File: src/rtl/snell_refract_angle.sv
// rtl/snell_refract_angle.sv - sequential Snell refraction angle: sine ROM, multiply, restoring divide, arcsine search
module snell_refract_angle (
  input  logic       clk,
  input  logic       rst,
  input  logic       start,
  input  logic [3:0] n1,
  input  logic [3:0] n2,
  input  logic [6:0] theeta1,
  output logic [6:0] theeta2,
  output logic       tir,
  output logic       err,
  output logic       busy,
  output logic       done
);

  typedef enum logic [2:0] {
    S_IDLE,
    S_SIN,
    S_MUL,
    S_DIV,
    S_CHK,
    S_ASIN
  } state_t;

  state_t r_state;
  state_t w_next;

  logic [3:0]  r_n1;
  logic [3:0]  r_n2;
  logic [6:0]  r_th1;
  logic [8:0]  r_s1;
  logic [11:0] r_dvd;
  logic [3:0]  r_rem;
  logic [11:0] r_quo;
  logic [3:0]  r_cnt;
  logic [6:0]  r_a;
  logic [2:0]  r_bit;

  logic [6:0]  r_theeta2;
  logic        r_tir;
  logic        r_err;
  logic        r_busy;
  logic        r_done;

  logic [6:0]  w_trial;
  logic [6:0]  w_rom_addr;
  logic [8:0]  w_rom_q;
  logic        w_accept;
  logic [6:0]  w_a_next;
  logic        w_err;
  logic [12:0] w_prod;
  logic [4:0]  w_rem_sh;
  logic        w_ge;
  logic [4:0]  w_rem_nx;
  logic        w_is_tir;

  // round(sin(a deg) * 256); addresses above 90 never reach an accepted result
  function automatic logic [8:0] sin_lut(input logic [6:0] a);
    case (a)
      7'd0:  sin_lut = 9'd0;   7'd1:  sin_lut = 9'd4;   7'd2:  sin_lut = 9'd9;   7'd3:  sin_lut = 9'd13;
      7'd4:  sin_lut = 9'd18;  7'd5:  sin_lut = 9'd22;  7'd6:  sin_lut = 9'd27;  7'd7:  sin_lut = 9'd31;
      7'd8:  sin_lut = 9'd36;  7'd9:  sin_lut = 9'd40;  7'd10: sin_lut = 9'd44;  7'd11: sin_lut = 9'd49;
      7'd12: sin_lut = 9'd53;  7'd13: sin_lut = 9'd58;  7'd14: sin_lut = 9'd62;  7'd15: sin_lut = 9'd66;
      7'd16: sin_lut = 9'd71;  7'd17: sin_lut = 9'd75;  7'd18: sin_lut = 9'd79;  7'd19: sin_lut = 9'd83;
      7'd20: sin_lut = 9'd88;  7'd21: sin_lut = 9'd92;  7'd22: sin_lut = 9'd96;  7'd23: sin_lut = 9'd100;
      7'd24: sin_lut = 9'd104; 7'd25: sin_lut = 9'd108; 7'd26: sin_lut = 9'd112; 7'd27: sin_lut = 9'd116;
      7'd28: sin_lut = 9'd120; 7'd29: sin_lut = 9'd124; 7'd30: sin_lut = 9'd128; 7'd31: sin_lut = 9'd132;
      7'd32: sin_lut = 9'd136; 7'd33: sin_lut = 9'd139; 7'd34: sin_lut = 9'd143; 7'd35: sin_lut = 9'd147;
      7'd36: sin_lut = 9'd150; 7'd37: sin_lut = 9'd154; 7'd38: sin_lut = 9'd158; 7'd39: sin_lut = 9'd161;
      7'd40: sin_lut = 9'd165; 7'd41: sin_lut = 9'd168; 7'd42: sin_lut = 9'd171; 7'd43: sin_lut = 9'd175;
      7'd44: sin_lut = 9'd178; 7'd45: sin_lut = 9'd181; 7'd46: sin_lut = 9'd184; 7'd47: sin_lut = 9'd187;
      7'd48: sin_lut = 9'd190; 7'd49: sin_lut = 9'd193; 7'd50: sin_lut = 9'd196; 7'd51: sin_lut = 9'd199;
      7'd52: sin_lut = 9'd202; 7'd53: sin_lut = 9'd204; 7'd54: sin_lut = 9'd207; 7'd55: sin_lut = 9'd210;
      7'd56: sin_lut = 9'd212; 7'd57: sin_lut = 9'd215; 7'd58: sin_lut = 9'd217; 7'd59: sin_lut = 9'd219;
      7'd60: sin_lut = 9'd222; 7'd61: sin_lut = 9'd224; 7'd62: sin_lut = 9'd226; 7'd63: sin_lut = 9'd228;
      7'd64: sin_lut = 9'd230; 7'd65: sin_lut = 9'd232; 7'd66: sin_lut = 9'd234; 7'd67: sin_lut = 9'd236;
      7'd68: sin_lut = 9'd237; 7'd69: sin_lut = 9'd239; 7'd70: sin_lut = 9'd241; 7'd71: sin_lut = 9'd242;
      7'd72: sin_lut = 9'd243; 7'd73: sin_lut = 9'd245; 7'd74: sin_lut = 9'd246; 7'd75: sin_lut = 9'd247;
      7'd76: sin_lut = 9'd248; 7'd77: sin_lut = 9'd249; 7'd78: sin_lut = 9'd250; 7'd79: sin_lut = 9'd251;
      7'd80: sin_lut = 9'd252; 7'd81: sin_lut = 9'd253; 7'd82: sin_lut = 9'd254; 7'd83: sin_lut = 9'd254;
      7'd84: sin_lut = 9'd255; 7'd85: sin_lut = 9'd255; 7'd86: sin_lut = 9'd255; 7'd87: sin_lut = 9'd256;
      7'd88: sin_lut = 9'd256; 7'd89: sin_lut = 9'd256; 7'd90: sin_lut = 9'd256;
      default: sin_lut = 9'd256;
    endcase
  endfunction

  // one shared ROM port: forward lookup in SIN, trial lookups during the arcsine search
  assign w_trial    = r_a | (7'd1 << r_bit);
  assign w_rom_addr = (r_state == S_SIN) ? r_th1 : w_trial;
  assign w_rom_q    = sin_lut(w_rom_addr);
  assign w_accept   = (w_trial <= 7'd90) && ({3'b000, w_rom_q} <= r_quo);
  assign w_a_next   = w_accept ? w_trial : r_a;

  assign w_err    = (r_n2 == 4'd0) || (r_th1 > 7'd90);
  assign w_prod   = 13'(r_n1) * 13'(r_s1);
  assign w_is_tir = (r_quo > 12'd256);

  // q3.10 / q2.2 into q1.8 is the plain integer quotient P / N2; remainder stays below n2
  assign w_rem_sh = {r_rem, r_dvd[11]};
  assign w_ge     = (w_rem_sh >= {1'b0, r_n2});
  assign w_rem_nx = w_ge ? (w_rem_sh - {1'b0, r_n2}) : w_rem_sh;

  // state register
  always_ff @(posedge clk or posedge rst) begin
    if (rst) r_state <= S_IDLE;
    else     r_state <= w_next;
  end

  // next-state sequencing
  always_comb begin
    w_next = r_state;
    case (r_state)
      S_IDLE: if (start) w_next = S_SIN;
      S_SIN:  w_next = w_err ? S_IDLE : S_MUL;
      S_MUL:  w_next = S_DIV;
      S_DIV:  if (r_cnt == 4'd11) w_next = S_CHK;
      S_CHK:  w_next = w_is_tir ? S_IDLE : S_ASIN;
      S_ASIN: if (r_bit == 3'd0) w_next = S_IDLE;
      default: w_next = S_IDLE;
    endcase
  end

  // datapath: operand capture, multiply, divide iterations, arcsine search
  always_ff @(posedge clk or posedge rst) begin
    if (rst) begin
      r_n1  <= '0;
      r_n2  <= '0;
      r_th1 <= '0;
      r_s1  <= '0;
      r_dvd <= '0;
      r_rem <= '0;
      r_quo <= '0;
      r_cnt <= '0;
      r_a   <= '0;
      r_bit <= '0;
    end else begin
      case (r_state)
        S_IDLE: if (start) begin
          r_n1  <= n1;
          r_n2  <= n2;
          r_th1 <= theeta1;
        end
        S_SIN: r_s1 <= w_rom_q;
        S_MUL: begin
          // p never exceeds 15*256, so bit 12 is zero and preloading it as remainder is exact
          r_dvd <= w_prod[11:0];
          r_rem <= {3'b000, w_prod[12]};
          r_quo <= '0;
          r_cnt <= '0;
        end
        S_DIV: begin
          r_dvd <= {r_dvd[10:0], 1'b0};
          r_rem <= w_rem_nx[3:0];
          r_quo <= {r_quo[10:0], w_ge};
          r_cnt <= r_cnt + 4'd1;
        end
        S_CHK: begin
          r_a   <= '0;
          r_bit <= 3'd6;
        end
        S_ASIN: begin
          r_a   <= w_a_next;
          r_bit <= r_bit - 3'd1;
        end
        default: ;
      endcase
    end
  end

  // registered outputs; results hold until the next done
  always_ff @(posedge clk or posedge rst) begin
    if (rst) begin
      r_theeta2 <= '0;
      r_tir     <= 1'b0;
      r_err     <= 1'b0;
      r_busy    <= 1'b0;
      r_done    <= 1'b0;
    end else begin
      r_done <= 1'b0;
      case (r_state)
        S_IDLE: if (start) r_busy <= 1'b1;
        S_SIN: if (w_err) begin
          r_theeta2 <= '0;
          r_tir     <= 1'b0;
          r_err     <= 1'b1;
          r_busy    <= 1'b0;
          r_done    <= 1'b1;
        end
        S_CHK: if (w_is_tir) begin
          r_theeta2 <= '0;
          r_tir     <= 1'b1;
          r_err     <= 1'b0;
          r_busy    <= 1'b0;
          r_done    <= 1'b1;
        end
        S_ASIN: if (r_bit == 3'd0) begin
          r_theeta2 <= w_a_next;
          r_tir     <= 1'b0;
          r_err     <= 1'b0;
          r_busy    <= 1'b0;
          r_done    <= 1'b1;
        end
        default: ;
      endcase
    end
  end

  assign theeta2 = r_theeta2;
  assign tir     = r_tir;
  assign err     = r_err;
  assign busy    = r_busy;
  assign done    = r_done;

endmodule

File: config.mk
export PLATFORM = sky130hd
export DESIGN_NAME = snell_refract_angle
export DESIGN_NICKNAME = d
export VERILOG_FILES = /design/src/rtl/snell_refract_angle.sv
export SDC_FILE = /design/constraint.sdc
export NUM_CORES = 1
export LEC_CHECK = 0
export ABC_CLOCK_PERIOD_IN_PS = 5410
export CORE_MARGIN = 3
export CORE_UTILIZATION = 59
export CTS_CLUSTER_DIAMETER = 80
export DETAILED_ROUTE_END_ITERATION = 6
export GPL_TIMING_DRIVEN = 0
export MAX_ROUTING_LAYER = met4
export PLACE_DENSITY = 0.87
export REMOVE_ABC_BUFFERS = 1
export SETUP_SLACK_MARGIN = 0.15
export SYNTH_ARGS = -nofsm -noshare
export SYNTH_HDL_FRONTEND = slang
export SYNTH_SLANG_ARGS = --single-unit
File: constraint.sdc
create_clock -name clk -period 5.41 [get_ports clk]
set_clock_uncertainty 0.05 [all_clocks]
set_input_delay 0.541 -clock clk [delete_from_list [all_inputs] [get_ports clk]]
set_output_delay 0.541 -clock clk [all_outputs]
set_load 0.05 [all_outputs]
======== Word level (Yosys, flattened, before mapping) ========
Memory sizes are Yosys's and may differ from the RTL's.
Index checks and enable logic that the tools add are counted.
storage, ports and cells
  flip-flop bits (word level) ............. 80
  ROM bits ................................ 1152
  bits of input ports ..................... 18
  output and inout port bits .............. 11
  logic and storage cells ................. 84
  memories kept ........................... 1
memories
  name             depth  bits a word  rd ports  clocked after memory_dff  write ports  RTL line  RTL
  (no name shown)  128    9            1         0                         0            59        case (a)
cells by class
  add/subtract/negate cells ............... 3
  multipliers ............................. 1
  magnitude comparators ................... 5
  equality and inequality tests ........... 11
  shift-type cells ........................ 1
  mux-type cells .......................... 32
  bitwise logic cells ..................... 1
  reductions and logical operators ........ 13
operator list
  operator             number
  $pmux 12 s2          2
  $mux 7               5
  $pmux 7 s3           1
  $pmux 3 s6           1
  $pmux 4 s2           2
  $pmux 7 s2           1
  $mul 4x9->13         1
  $gt 12x9->1 const B  1
  $le 9x12->1          1
  $mux 3               4
  $ne 2x2->1 const B   5
  $mux 1               9
  $pmux 1 s3           3
  $gt 7x7->1 const B   1
  $le 7x7->1 const B   1
  $or 7x7->7           1
  $shl 1x3->7 const A  1
  $eq 3x2->1 const B   2
  $eq 3x3->1 const B   2
  $logic_not 3->1      2
  $pmux 3 s2           1
  $ge 5x4->1           1
  $reduce_and 5->1     1
  $add 4x1->4 const B  1
  other kinds (16)     17

======== Longest topological paths before layout ========
An unclocked memory read counts as a cell.
  word-level depth ........................ 9
  mapped depth ............................ 20
  mapped depth without buffers ............ 18

======== Least setup slack after synthesis ========
Ideal clock, no wire load.
  kind .................................... register to register
  from .................................... register r_state[2]
  to ...................................... register r_a[2]
  setup time .............................. 87 ps
  arrival ................................. 3896 ps
  data required time ...................... 5273 ps
  setup slack ............................. 1376 ps
  stages on the path, launching flop included .. 17
  buffers on the path ..................... 2
  clock period less this slack ............ 4034 ps
  path through ............................ dfrtp_1 -> nor3b_2 -> buf_2 -> o31a_1 -> clkinv_1 -> ha_1 -> nor3_1 -> a311oi_1 -> a211oi_1 -> ha_1 -> a21o_1 -> a21o_1 -> a211oi_1 -> a21o_1 -> clkbuf_1 -> nand3_1 -> a22oi_1
on the way
  longest elaborated chain between the ends .. 7
  elaborated cells between the ends (all ways) .. 10
  those cells by class .................... 1 x order compare; 3 x eq/ne; 3 x mux; 2 x reduce/logical; 1 x memory
RTL lines
  what                    RTL line  RTL
  from (decl)             25        state_t r_state;
  from (signal assigned)  106       else r_state <= w_next;
  $eq 3x1->1              89        assign w_rom_addr = (r_state == S_SIN) ? r_th1 : w_trial;
  $mux 7                  89
  $mem_v2 128x9           -
  named net w_rom_q[5]    47        logic [8:0] w_rom_q;
  $le 9x12->1             91        assign w_accept = (w_trial <= 7'd90) && ({3'b000, w_rom_q} <= r_quo);
  $logic_and 1x1->1       91
  $mux 7                  92        assign w_a_next = w_accept ? w_trial : r_a;
  $pmux 7 s2              137       case (r_state)
  to (signal assigned)    162       r_a <= w_a_next;
  to (decl)               36        logic [6:0] r_a;
The timed path passes the listed nets, and every way through them passes these cells.
A chain may end at the register's enable or synchronous reset.

======== Final worst setup path ========
  from .................................... register r_bit[1]
  to ...................................... register r_a[2]
on the way
  longest elaborated chain between the ends .. 8
  elaborated cells between the ends (all ways) .. 9
  those cells by class .................... 2 x order compare; 1 x shift; 3 x mux; 1 x bitwise; 1 x reduce/logical; 1 x memory
RTL lines
  what                    RTL line  RTL
  from (decl)             37        logic [2:0] r_bit;
  from (signal assigned)  163       r_bit <= r_bit - 3'd1;
  $shl 1x3->7 (*)         88        assign w_trial = r_a | (7'd1 << r_bit);
  $or 7x7->7 (*)          88
  $mux 7                  89
  $mem_v2 128x9           -
  $le 9x12->1             91
  $logic_and 1x1->1       91
  $mux 7 (*)              92
  $pmux 7 s2 (*)          137
Every way passes the cells marked *; elsewhere a longest branch is shown, timed or not.

==> run summary <==
Status: finished, final reports clean
DP Cell Count: 803
Unrepaired setup endpoints after global routing: no
Worst Tran Pin Value: 1.03 ns
Top-Level Pins: 29
Area growth, synth to finish: 9.94%
Leading post-synthesis cells by cell area: dfrtp_1, ha_1, nand2_1
Antenna violations before repair: 0
Die Span Y: 107 um
Layout fillers: 780
Critical path's top delay family: compound AO/OA/AOI/OAI gates
Worst path required time: 5.63 ns
Fin crit period: 4.89 ns
Nets@finish: 762
Seq. cell area: 0.00201 mm2
First-pass GRT wire length: 24.1 mm
Clock Path Buffers: 2
Drt total wl: 15.0 mm
CTS clk-pin slew, worst paths: 0.09 ns
Switching share of total power: 49.8%
GP Congestion: 0.953
Yosys top cell area share: 33.5%
Placed inst area: 0.00630 mm2
Max-cap violations: 0
Placement Rows: 36
Register area share after synthesis: 33.5%
EDFF count, synth: 0
Total number of vias: 5149
Max Clk Rate: 204 MHz
VDD IR-drop max: 382 uV
Final Hold Fails: 0
Starting density of the core: 60.9%
Data arrival, critical path: 5.12 ns
CP max FO: 13
Via/cell ratio: 6.26
Clk pwr share: 10.3%
Cell-internal power: 2.27 mW
Crit path max-delay cell type: a311oi_1
CTS HTree Levels: 3
WP buf/inv: 2
DR iter-0 viols: 444
Mapped Cells: 677
Clk sinks: 80
Yosys top cell by area: dfrtp_1
Worst setup margin: 0.517 ns
Critical path endpoint category: register
DP Wirelength: 10.5 mm
Relative slew slack: 31.5%
CP Class: reg2reg
Ys async rst share: 100%
Synth unique cells: 72
Fin area: 0.00658 mm2
Yosys reg bits: 80
Comb power frac: 66.1%
PwrDens: 689 mW/mm2
Total GRT Usage: 26.9%
Sequential Power Share: 23.7%
Port Buf Inserts: 28
Clk Latency, worst-skew pair: 0.37 ns
DR WL/cell: 18.2 um
Die area: 0.0114 mm2
Synth warnings: 0
Hold Crit Depth: 2
Largest net degree at the start of global routing: 52
Max stage delay on crit path: 0.59 ns
Hold_ws: 0.438 ns
DRC Markers: 0
Area occupied by multi-input gates: 0.00364 mm2
Drt pass-1 iters: 6
Most frequent cells in the layout: nand2_1, dfrtp_1, o21ai_0, a21oi_1
Worst hold path class: reg2reg
Max-slew violations: 0
Static Leak: 2.99 nW
Final std cells w/o fill: 822
CP cell instances: inv_1 -> ha_1 -> nor2b_1 -> o31a_1 -> clkinvlp_4 -> ha_1 -> nand2_1 -> a221o_1 -> a21oi_1 -> a311oi_1 -> ha_1 -> nor2b_1 -> o21a_1 -> o21a_1 -> o21ai_0 -> a21o_1 -> nand3_1 -> a22oi_1
Period utilisation layout: 90.4%
Commonest non-fill, non-tap cell in the layout: nand2_1
Main synth FF type: dfrtp_1
Num CTS Buffers: 9
Grt ovf: 0
Antenna diode count: 0
Net switching power: 2.26 mW
Share of post-route cells with drive strength above 1: 9.14%
Die width: 107 um
Core Area: 0.00982 mm2
Synthesized area per cell: 8.83 um2
Vias in the first global route: 5028
Most used cell, CP: ha_1
Post-Place Worst Slack: -0.583 ns
Reg2Reg Depth: 18
Final Setup Violations: 0
Crit. path cell count: 18
Mapped cell area: 0.00598 mm2
CP Launch Type: register
ANT nets after route: 0
TritonCTS clock tree: done
Root buffer cell: clkbuf_8
Power Total: 4.53 mW
-- logic make-up (layout without fill, tap and decap cells) --
group	count (synthesis)	count (layout)	share of synthesized area (%)
mux	34	34	6.34
compound gates	196	196	21.4
buf+inv	85	97	6.03
flops	80	80	33.5
fa+ha+maj	60	60	14.4
simple gates	209	209	16.3
xor+xnor	13	13	2.03
-- state kept, by name, summed over array words and instances (netlist names), 3 cells and up --
name,cells
r_state,3
r_rem,4
r_dvd,12
r_s1,9
r_bit,3
r_th1,7
r_n1,4
theeta2,7
r_cnt,4
r_n2,4
r_a,7
r_quo,12
-- per-layer routing --
layer / GRT usage (%) / vias up / share of wire [%]
li1: - / 2408 / -
met1: 33.6 / 2494 / 41
met2: 44.0 / 206 / 50
met3: 4.46 / 41 / 6.3
met4: 10.9 / 0 / 2.9
met5: - / - / 0
-- worst min-delay path: stages, from the launching register on --
cell	delay [ns]
dfrtp_1	0.35
nand2_1	0.05
o41ai_1	0.05
-- final timing paths --
| path | startpoint | end | slack (ns) |
|---|---|---|---|
| min in group asynchronous | rst | r_dvd[4] | 0.50 |
| min reg2reg | theeta2[2] | theeta2[2] | 0.44 |
| min | theeta2[2] | theeta2[2] | 0.44 |
| max | r_bit[1] | r_a[2] | 0.52 |
| max in group asynchronous | rst | r_s1[4] | 4.21 |
| max reg2reg | r_bit[1] | r_a[2] | 0.52 |
-- cells in the mapped netlist (11+ instances only) --
master	n
nand2_1	97
dfrtp_1	80
o21ai_0	54
a21oi_1	49
inv_1	46
ha_1	45
nor2_1	42
clkbuf_1	21
mux2_2	20
fa_1	15
and2_1	14
mux2i_1	11
-- final cells by class --
| class | count | area share [%] |
|---|---|---|
| multi-input cells | 512 | 55.4 |
| well taps | 133 | 2.53 |
| clock inverters | 5 | 0.971 |
| repair buffers | 33 | 5.61 |
| flip-flops and latches | 80 | 30.5 |
| clock buffers | 11 | 2.15 |
| inverters | 48 | 2.87 |
-- power by group through the flow --
stage / sequential, mW / clock, mW / combinational [mW]
2_1_floorplan: 1.06 / 0 / 2.14
3_3_place_gp: 1.07 / 0 / 2.70
3_5_place_dp: 1.10 / 0 / 2.83
4_1_cts: 1.07 / 0.472 / 2.91
5_1_grt: 1.10 / 0.494 / 3.32
6_report: 1.07 / 0.465 / 2.99
-- stage by stage --
step	setup TNS (ns)	util, %
6_report	0	67.0
2_1_floorplan	0	-
5_1_grt	0	67.0
4_1_cts	0	66.7
3_5_place_dp	-5.83	64.2
3_3_place_gp	-11.14	63.6
-- timing repair --
action,4_1_cts,5_1_grt
cloned,0,0
setup buffers,2,1
endpoints found under the setup margin,12,12
hold buffers,0,0
resized for setup,2,4
Note: power is estimated with default switching activity, not from simulation.
